==> config.mk <==
export PLATFORM = sky130hd
export DESIGN_NAME = ram_bus_arbiter_flat
export DESIGN_NICKNAME = d
export VERILOG_FILES = /design/src/rtl/ram_bus_arbiter_if.sv /design/src/rtl/ram_bus_arbiter.sv /design/src/flat_wrapper.sv
export SDC_FILE = /design/constraint.sdc
export NUM_CORES = 1
export LEC_CHECK = 0
export BUFFER_PORTS_ARGS = -buffer_cell sky130_fd_sc_hd__buf_2
export CAP_MARGIN = 20
export CORE_MARGIN = 10
export CORE_UTILIZATION = 38
export CTS_CLUSTER_DIAMETER = 200
export DETAILED_ROUTE_END_ITERATION = 6
export PLACE_DENSITY = 0.85
export REMOVE_ABC_BUFFERS = 1
export SYNTH_ARGS = -nofsm -noshare
export SYNTH_HDL_FRONTEND = slang
export SYNTH_SLANG_ARGS = --single-unit
==> constraint.sdc <==
create_clock -name clk -period 2.6 [get_ports clk]
set_input_delay 0.26 -clock clk [delete_from_list [all_inputs] [get_ports clk]]
set_output_delay 0.26 -clock clk [all_outputs]
set_load 0.05 [all_outputs]
==> src/rtl/ram_bus_arbiter_if.sv <==
// Bus bundle for ram_bus_arbiter: CPU data port, AUX master port and the RAM side.
// slave = arbiter view, master = environment (CPU/AUX/RAM) view.
interface ram_bus_arbiter_if #(
  parameter int AW = 8,
  parameter int DW = 32
);
  logic          cpu_req;
  logic          cpu_we;
  logic [AW-1:0] cpu_addr;
  logic [DW-1:0] cpu_wdata;
  logic [DW-1:0] cpu_rdata;
  logic          cpu_ready;

  logic          aux_req;
  logic          aux_we;
  logic [AW-1:0] aux_addr;
  logic [DW-1:0] aux_wdata;
  logic          aux_gnt;
  logic [DW-1:0] aux_rdata;
  logic          aux_valid;

  logic          ram_we;
  logic [AW-1:0] ram_addr;
  logic [DW-1:0] ram_wdata;
  logic [DW-1:0] ram_rdata;

  modport slave (
    input  cpu_req, cpu_we, cpu_addr, cpu_wdata,
    output cpu_rdata, cpu_ready,
    input  aux_req, aux_we, aux_addr, aux_wdata,
    output aux_gnt, aux_rdata, aux_valid,
    output ram_we, ram_addr, ram_wdata,
    input  ram_rdata
  );

  modport master (
    output cpu_req, cpu_we, cpu_addr, cpu_wdata,
    input  cpu_rdata, cpu_ready,
    output aux_req, aux_we, aux_addr, aux_wdata,
    input  aux_gnt, aux_rdata, aux_valid,
    input  ram_we, ram_addr, ram_wdata,
    output ram_rdata
  );
endinterface

==> src/rtl/ram_bus_arbiter.sv <==
// Two-master arbiter for the single-port data RAM: CPU has priority, AUX is forced in
// after MAX_WAIT denied cycles and may burst up to BURST_LEN. ARB_STATS_EN adds stall/grant counters.
module ram_bus_arbiter #(
  parameter int AW        = 8,
  parameter int DW        = 32,
  parameter int MAX_WAIT  = 4,
  parameter int BURST_LEN = 4
) (
  input  logic                  clk,
  input  logic                  reset,
  ram_bus_arbiter_if.slave      bus
`ifdef ARB_STATS_EN
  ,
  output logic [15:0]           stall_cnt,
  output logic [15:0]           aux_cnt
`endif
);

  typedef enum logic {S_CPU, S_AUX} state_e;

  localparam logic [3:0] MAXW = 4'(MAX_WAIT);
  localparam logic [3:0] BLEN = 4'(BURST_LEN);

  state_e        state_q, state_d;
  logic [3:0]    wait_q, wait_d;
  logic [3:0]    burst_q, burst_d;
  logic [DW-1:0] ardata_q;
  logic          avalid_q;
  logic          gnt, rdy;
  logic [AW-1:0] addr_mux;
  logic [DW-1:0] wdata_mux;

  always_comb begin
    state_d = state_q;
    wait_d  = wait_q;
    burst_d = burst_q;
    gnt     = 1'b0;
    case (state_q)
      S_CPU: begin
        gnt = bus.aux_req & (~bus.cpu_req | (wait_q == MAXW));
        if (gnt) begin
          state_d = S_AUX;
          burst_d = 4'd1;
          wait_d  = '0;
        end else if (bus.aux_req & bus.cpu_req) begin
          if (wait_q != MAXW) wait_d = wait_q + 4'd1;
        end else if (!bus.aux_req) begin
          wait_d = '0;
        end
      end
      S_AUX: begin
        // a full burst forces one AUX-free cycle so the CPU always gets a slot
        gnt = bus.aux_req & (burst_q != BLEN);
        if (gnt) begin
          burst_d = burst_q + 4'd1;
        end else begin
          state_d = S_CPU;
          burst_d = '0;
        end
      end
      default: state_d = S_CPU;
    endcase
    if (!reset) gnt = 1'b0;
    rdy = ~(bus.cpu_req & gnt);
  end

  assign addr_mux       = gnt ? bus.aux_addr  : bus.cpu_addr;
  assign wdata_mux      = gnt ? bus.aux_wdata : bus.cpu_wdata;
  assign bus.ram_addr   = addr_mux;
  assign bus.ram_wdata  = wdata_mux;
  assign bus.ram_we     = reset & (gnt ? bus.aux_we : (bus.cpu_we & bus.cpu_req & rdy));
  assign bus.aux_gnt    = gnt;
  assign bus.cpu_ready  = rdy;
  assign bus.cpu_rdata  = bus.ram_rdata;
  assign bus.aux_rdata  = ardata_q;
  assign bus.aux_valid  = avalid_q;

  always_ff @(posedge clk or negedge reset) begin
    if (!reset) begin
      state_q  <= S_CPU;
      wait_q   <= '0;
      burst_q  <= '0;
      ardata_q <= '0;
      avalid_q <= 1'b0;
    end else begin
      state_q  <= state_d;
      wait_q   <= wait_d;
      burst_q  <= burst_d;
      avalid_q <= gnt & ~bus.aux_we;
      if (gnt & ~bus.aux_we) ardata_q <= bus.ram_rdata;
    end
  end

`ifdef ARB_STATS_EN
  logic [15:0] stall_q, auxc_q;

  always_ff @(posedge clk or negedge reset) begin
    if (!reset) begin
      stall_q <= '0;
      auxc_q  <= '0;
    end else begin
      if (bus.cpu_req & ~rdy & (stall_q != 16'hFFFF)) stall_q <= stall_q + 16'd1;
      if (gnt & (auxc_q != 16'hFFFF))                 auxc_q  <= auxc_q + 16'd1;
    end
  end

  assign stall_cnt = stall_q;
  assign aux_cnt   = auxc_q;
`endif

endmodule

==> src/flat_wrapper.sv <==
// flat-port wrapper written by rule: the top's interface ports become plain ports
module ram_bus_arbiter_flat 
#(
  parameter int AW        = 8,
  parameter int DW        = 32,
  parameter int MAX_WAIT  = 4,
  parameter int BURST_LEN = 4
)
  (clk, reset, bus_cpu_req, bus_cpu_we, bus_cpu_addr, bus_cpu_wdata, bus_cpu_rdata, bus_cpu_ready, bus_aux_req, bus_aux_we, bus_aux_addr, bus_aux_wdata, bus_aux_gnt, bus_aux_rdata, bus_aux_valid, bus_ram_we, bus_ram_addr, bus_ram_wdata, bus_ram_rdata);
  ram_bus_arbiter_if #(.AW(AW), .DW(DW)) bus_i ();
  input  logic clk;
  input  logic reset;
  input wire logic [$bits(bus_i.cpu_req)-1:0] bus_cpu_req;
  input wire logic [$bits(bus_i.cpu_we)-1:0] bus_cpu_we;
  input wire logic [$bits(bus_i.cpu_addr)-1:0] bus_cpu_addr;
  input wire logic [$bits(bus_i.cpu_wdata)-1:0] bus_cpu_wdata;
  output wire logic [$bits(bus_i.cpu_rdata)-1:0] bus_cpu_rdata;
  output wire logic [$bits(bus_i.cpu_ready)-1:0] bus_cpu_ready;
  input wire logic [$bits(bus_i.aux_req)-1:0] bus_aux_req;
  input wire logic [$bits(bus_i.aux_we)-1:0] bus_aux_we;
  input wire logic [$bits(bus_i.aux_addr)-1:0] bus_aux_addr;
  input wire logic [$bits(bus_i.aux_wdata)-1:0] bus_aux_wdata;
  output wire logic [$bits(bus_i.aux_gnt)-1:0] bus_aux_gnt;
  output wire logic [$bits(bus_i.aux_rdata)-1:0] bus_aux_rdata;
  output wire logic [$bits(bus_i.aux_valid)-1:0] bus_aux_valid;
  output wire logic [$bits(bus_i.ram_we)-1:0] bus_ram_we;
  output wire logic [$bits(bus_i.ram_addr)-1:0] bus_ram_addr;
  output wire logic [$bits(bus_i.ram_wdata)-1:0] bus_ram_wdata;
  input wire logic [$bits(bus_i.ram_rdata)-1:0] bus_ram_rdata;
  assign bus_i.cpu_req = bus_cpu_req;
  assign bus_i.cpu_we = bus_cpu_we;
  assign bus_i.cpu_addr = bus_cpu_addr;
  assign bus_i.cpu_wdata = bus_cpu_wdata;
  assign bus_cpu_rdata = bus_i.cpu_rdata;
  assign bus_cpu_ready = bus_i.cpu_ready;
  assign bus_i.aux_req = bus_aux_req;
  assign bus_i.aux_we = bus_aux_we;
  assign bus_i.aux_addr = bus_aux_addr;
  assign bus_i.aux_wdata = bus_aux_wdata;
  assign bus_aux_gnt = bus_i.aux_gnt;
  assign bus_aux_rdata = bus_i.aux_rdata;
  assign bus_aux_valid = bus_i.aux_valid;
  assign bus_ram_we = bus_i.ram_we;
  assign bus_ram_addr = bus_i.ram_addr;
  assign bus_ram_wdata = bus_i.ram_wdata;
  assign bus_i.ram_rdata = bus_ram_rdata;
  ram_bus_arbiter #(.AW(AW), .DW(DW), .MAX_WAIT(MAX_WAIT), .BURST_LEN(BURST_LEN)) u_core (.clk(clk), .reset(reset), .bus(bus_i));
endmodule
==> metrics.md <==
| Metric | Value |
|---|---|
| TritonCTS Buffers | `5` |
| P&R area growth vs syn | `47.0%` |
| Number of global-route vias before repair | `2539` |
| TritonRoute pass-1 iters | `4` |
| Sw Ratio | `0.445` |
| DRT iter0 DRCs | `28` |
| Routed vias/inst | `4.75` |
| Avg Synthesized Cell Area | `12.2 um2` |
| Largest net degree at the start of global routing | `39` |
| Clock sinks | `42` |
| FILL cells | `549` |
| Skew final | `0.00619 ns` |
| Simple-gate area share of the yosys netlist | `0.0648` |
| Worst hold path cell count | `2` |
| Compound-Gate Fraction of Synth Area | `0.0415` |
| Netlist cell types | `30` |
| Post-route cell area | `3720 um2` |
| Leak Pwr | `2.00 nW` |
| Tot GR Track Use | `0.174` |
| FF-to-FF setup slack | `0.63 ns` |
| Final hold violation count | `0` |
| Post-Place Cell Area | `approximately 3500 um2` |
| Worst-margin pin slew | `roughly 0.46 ns` |
| Unrepaired setup endpoints after global routing | `yes` |
| Overall die height | `102 um` |
| RR Endpoint | `u_core.bus.aux_rdata[19]` |
| Dpl hpwl | `8.24 mm` |
| Max clock buf depth | `2` |
| Fin. max-slew vios | `0` |
| Final WL | `roughly 9.6 mm` |
| Antenna Violating Nets Remaining | `0` |
| Achievable clock frequency | `397 MHz` |
| Mapped Cells | `between 200 and 250` |
| Clock Latency Late Sink | `0.29 ns` |
| Part of the power in the clock network | `0.217` |
| Post-synthesis sequential area ratio | `0.415` |
| Max transition margin | `0.693` |
| Vias | `2300` |
| Synth Area in XOR/XNOR | `0` |
| Hold WC Path Type | `primary input to flop` |
| Crit path arrival time | `2.26 ns` |
| Crit-path max FO | `21` |
| Wire per inst | `between 15 and 20 um` |
| CP Launch Type | `flop` |
| Delay of the slowest critical-path stage | `0.36 ns` |
| Share of cells above drive strength 1 | `0.769` |
| Worst path slowest cell | `dfrtp_1` |
| GP Congestion | `0.881` |
| Post-Layout Cell Count | `484` |
| Largest family of logic cells by synthesized area | `multiplexers` |
| Port bufs | `225` |
| Post-synth ARST share | `1.00` |
| Setup Crit Path Kind | `flop to output port` |
| Number of I/O pins | `226` |
| Max Cap Viol | `0` |
| Crit path capture type | `output port` |
| Initial Util | `0.394` |
| Die area | `10300 um2` |
| CTS H-tree depth | `2` |
| Top_reg_cell synth | `dfrtp_1` |
| First-pass GRT wire length | `14.0 mm` |
| Post-synthesis cell area | `2530 um2` |
| Hold EP | `u_core.bus.aux_rdata[6]` |
| Adder-cell share of the synthesized area | `0.0198` |
| Minimum clock period after layout | `2.52 ns` |
| Sum Neg Setup Slack | `0 ns` |
| Final period utilization | `0.969` |
| Switch Pwr | `1.24 mW` |
| Int Pwr | `1.55 mW` |
| Total global routing overflow | `0` |
| Nets | `between 500 and 600` |
| RR Startpoint | `u_core.wait_q[0]` |
| Drt drc | `0` |
| CTS clk-pin slew, worst paths | `0.08 ns` |
| Count of state elements after synthesis | `42` |
| Power Density | `749 nW/um2` |
| Ys Warns | `0` |
| Initial antenna violation count | `0` |
| CTS tree | `built` |
| Placed insts | `472` |
| Core ar. | `6420 um2` |
| Worst VDD drop | `0.000272 V` |
| Comb power frac | `0.479` |
| Sequential Power Share | `0.304` |
| EDFF count, synth | `0` |
| R2R cell count | `7` |
| Row count | `29` |
| Multiplexer share of the synthesized area | `0.320` |
| Hold path startpoint | `bus_ram_rdata[6]` |
| Worst path required time | `2.34 ns` |
| Chip Width | `102 um` |
| CTS Root Cell | `clkbuf_8` |
| Ant. Diodes | `0` |
| Status | `finished, final reports clean` |
| Final setup vio count | `0` |
| CP cell instances | `inv_1 -> ha_1 -> and3b_2 -> o211a_4 -> nand2_4 -> buf_12 -> mux2_2 -> buf_2` |
synth_stat cells (2+ instances only):
| library cell | n | share of area |
|---|---|---|
| a21o_1 | 2 | 0.0059 |
| a22o_1 | 2 | 0.0069 |
| buf_4 | 34 | 0.10 |
| buf_6 | 6 | 0.027 |
| dfrtp_1 | 42 | 0.42 |
| ha_1 | 4 | 0.020 |
| inv_1 | 6 | 0.0089 |
| mux2_1 | 3 | 0.013 |
| mux2_2 | 69 | 0.31 |
| nand2_1 | 8 | 0.012 |
| nand3_1 | 5 | 0.0099 |
| nor2_1 | 2 | 0.0030 |
| nor2b_1 | 2 | 0.0049 |
| nor3_1 | 3 | 0.0059 |
| o21ai_0 | 5 | 0.0099 |
cells by family after synthesis:
kind of cell | Yosys count
mux | 72
buf+inv | 47
flops | 42
simple gates | 28
compound gates | 15
fa+ha+maj | 4
cells in the final DEF, fill, tap and decap left out, types with 2 or more instances in the layout:
cell type,Yosys,routed
a21o_1,2,2
a22o_1,2,2
buf_2,0,203
buf_4,34,26
bufinv_16,0,2
clkbuf_8,0,5
dfrtp_1,42,42
ha_1,4,4
inv_1,6,6
mux2_1,3,3
mux2_2,69,69
nand2_1,8,8
nand3_1,5,5
nor2_1,2,2
nor2b_1,2,2
nor3_1,3,3
o21ai_0,5,5
routing by layer:
metal / up-vias / GRT usage / wire (um)
met3: 8 / 0.0960 / 1530
met1: 1037 / 0.156 / 3030
met2: 162 / 0.325 / 4870
met4: 0 / 0.0583 / 170
met5: - / 0 / 0
li1: 1093 / - / -
worst max path at each step:
stage | cells after the start | start | to
after floorplan | 7 | u_core.wait_q[0] | bus_cpu_ready
after global placement | 8 | u_core.wait_q[0] | bus_ram_wdata[28]
after detailed placement | 8 | u_core.wait_q[0] | bus_ram_wdata[24]
after CTS | 8 | u_core.wait_q[0] | bus_ram_wdata[24]
after global routing | 8 | u_core.wait_q[1] | bus_ram_wdata[15]
final | 8 | u_core.wait_q[0] | bus_ram_wdata[28]
repair_timing:
| action | 4_1_cts | 5_1_grt |
|---|---|---|
| buffers inserted | 2 | 0 |
| endpoints found under the hold margin | 4 | 0 |
| endpoints found under the setup margin | 40 | 40 |
| cloned | 1 | 0 |
| resized for setup | 20 | 8 |
| hold buffers | 1 | 0 |
power groups by stage:
| stage | sequential, mW | combinational [mW] | clock (mW) |
|---|---|---|---|
| final | 0.847 | 1.33 | 0.603 |
| after global routing | 0.862 | 1.40 | 0.649 |
| after CTS | 0.848 | 1.34 | 0.625 |
| after detailed placement | 0.864 | 1.31 | 0 |
| after global placement | 0.850 | 1.30 | 0 |
| after floorplan | 1.28 | 0.415 | 0 |
critical path: cells and delay by family (launching register included):
kind	cells	cell delay [ns]
buffers and inverters	3	0.44
AO/OA/AOI/OAI	1	0.28
flip-flops	1	0.36
adder cells (fa/ha/maj)	1	0.19
AND/OR/NAND/NOR	2	0.35
multiplexers	1	0.35
registers in the layout, summed over array words and instances (netlist names):
register and cells:
u_core.burst_q 4, u_core.bus.aux_rdata 32, u_core.bus.aux_valid 1, u_core.state_q 1
u_core.wait_q 4
area by class of cell:
| type | count | area, um2 | area share |
|---|---|---|---|
| clock buffer | 5 | 68.8 | 0.0185 |
| clock inverter | 3 | 68.8 | 0.0185 |
| inverter | 6 | 22.5 | 0.00606 |
| multi-input combinational | 119 | 1140 | 0.307 |
| sequential | 42 | 1050 | 0.283 |
| tap | 77 | 96.3 | 0.0259 |
| timing repair buffer | 232 | 1270 | 0.341 |
metrics by stage:
step	total power [mW]	setup WS, ns	hold slack [ns]	util
final	2.79	0.0817	0.214	0.579
after global routing	2.91	-0.00200	0.212	0.579
after CTS	2.82	0.0140	0.203	0.576
after detailed placement	2.17	0.279	0.116	0.539
after global placement	2.15	0.320	0.111	0.539
after floorplan	1.69	-0.170	-0.0356	-
Note: power is estimated with default switching activity, not from simulation.
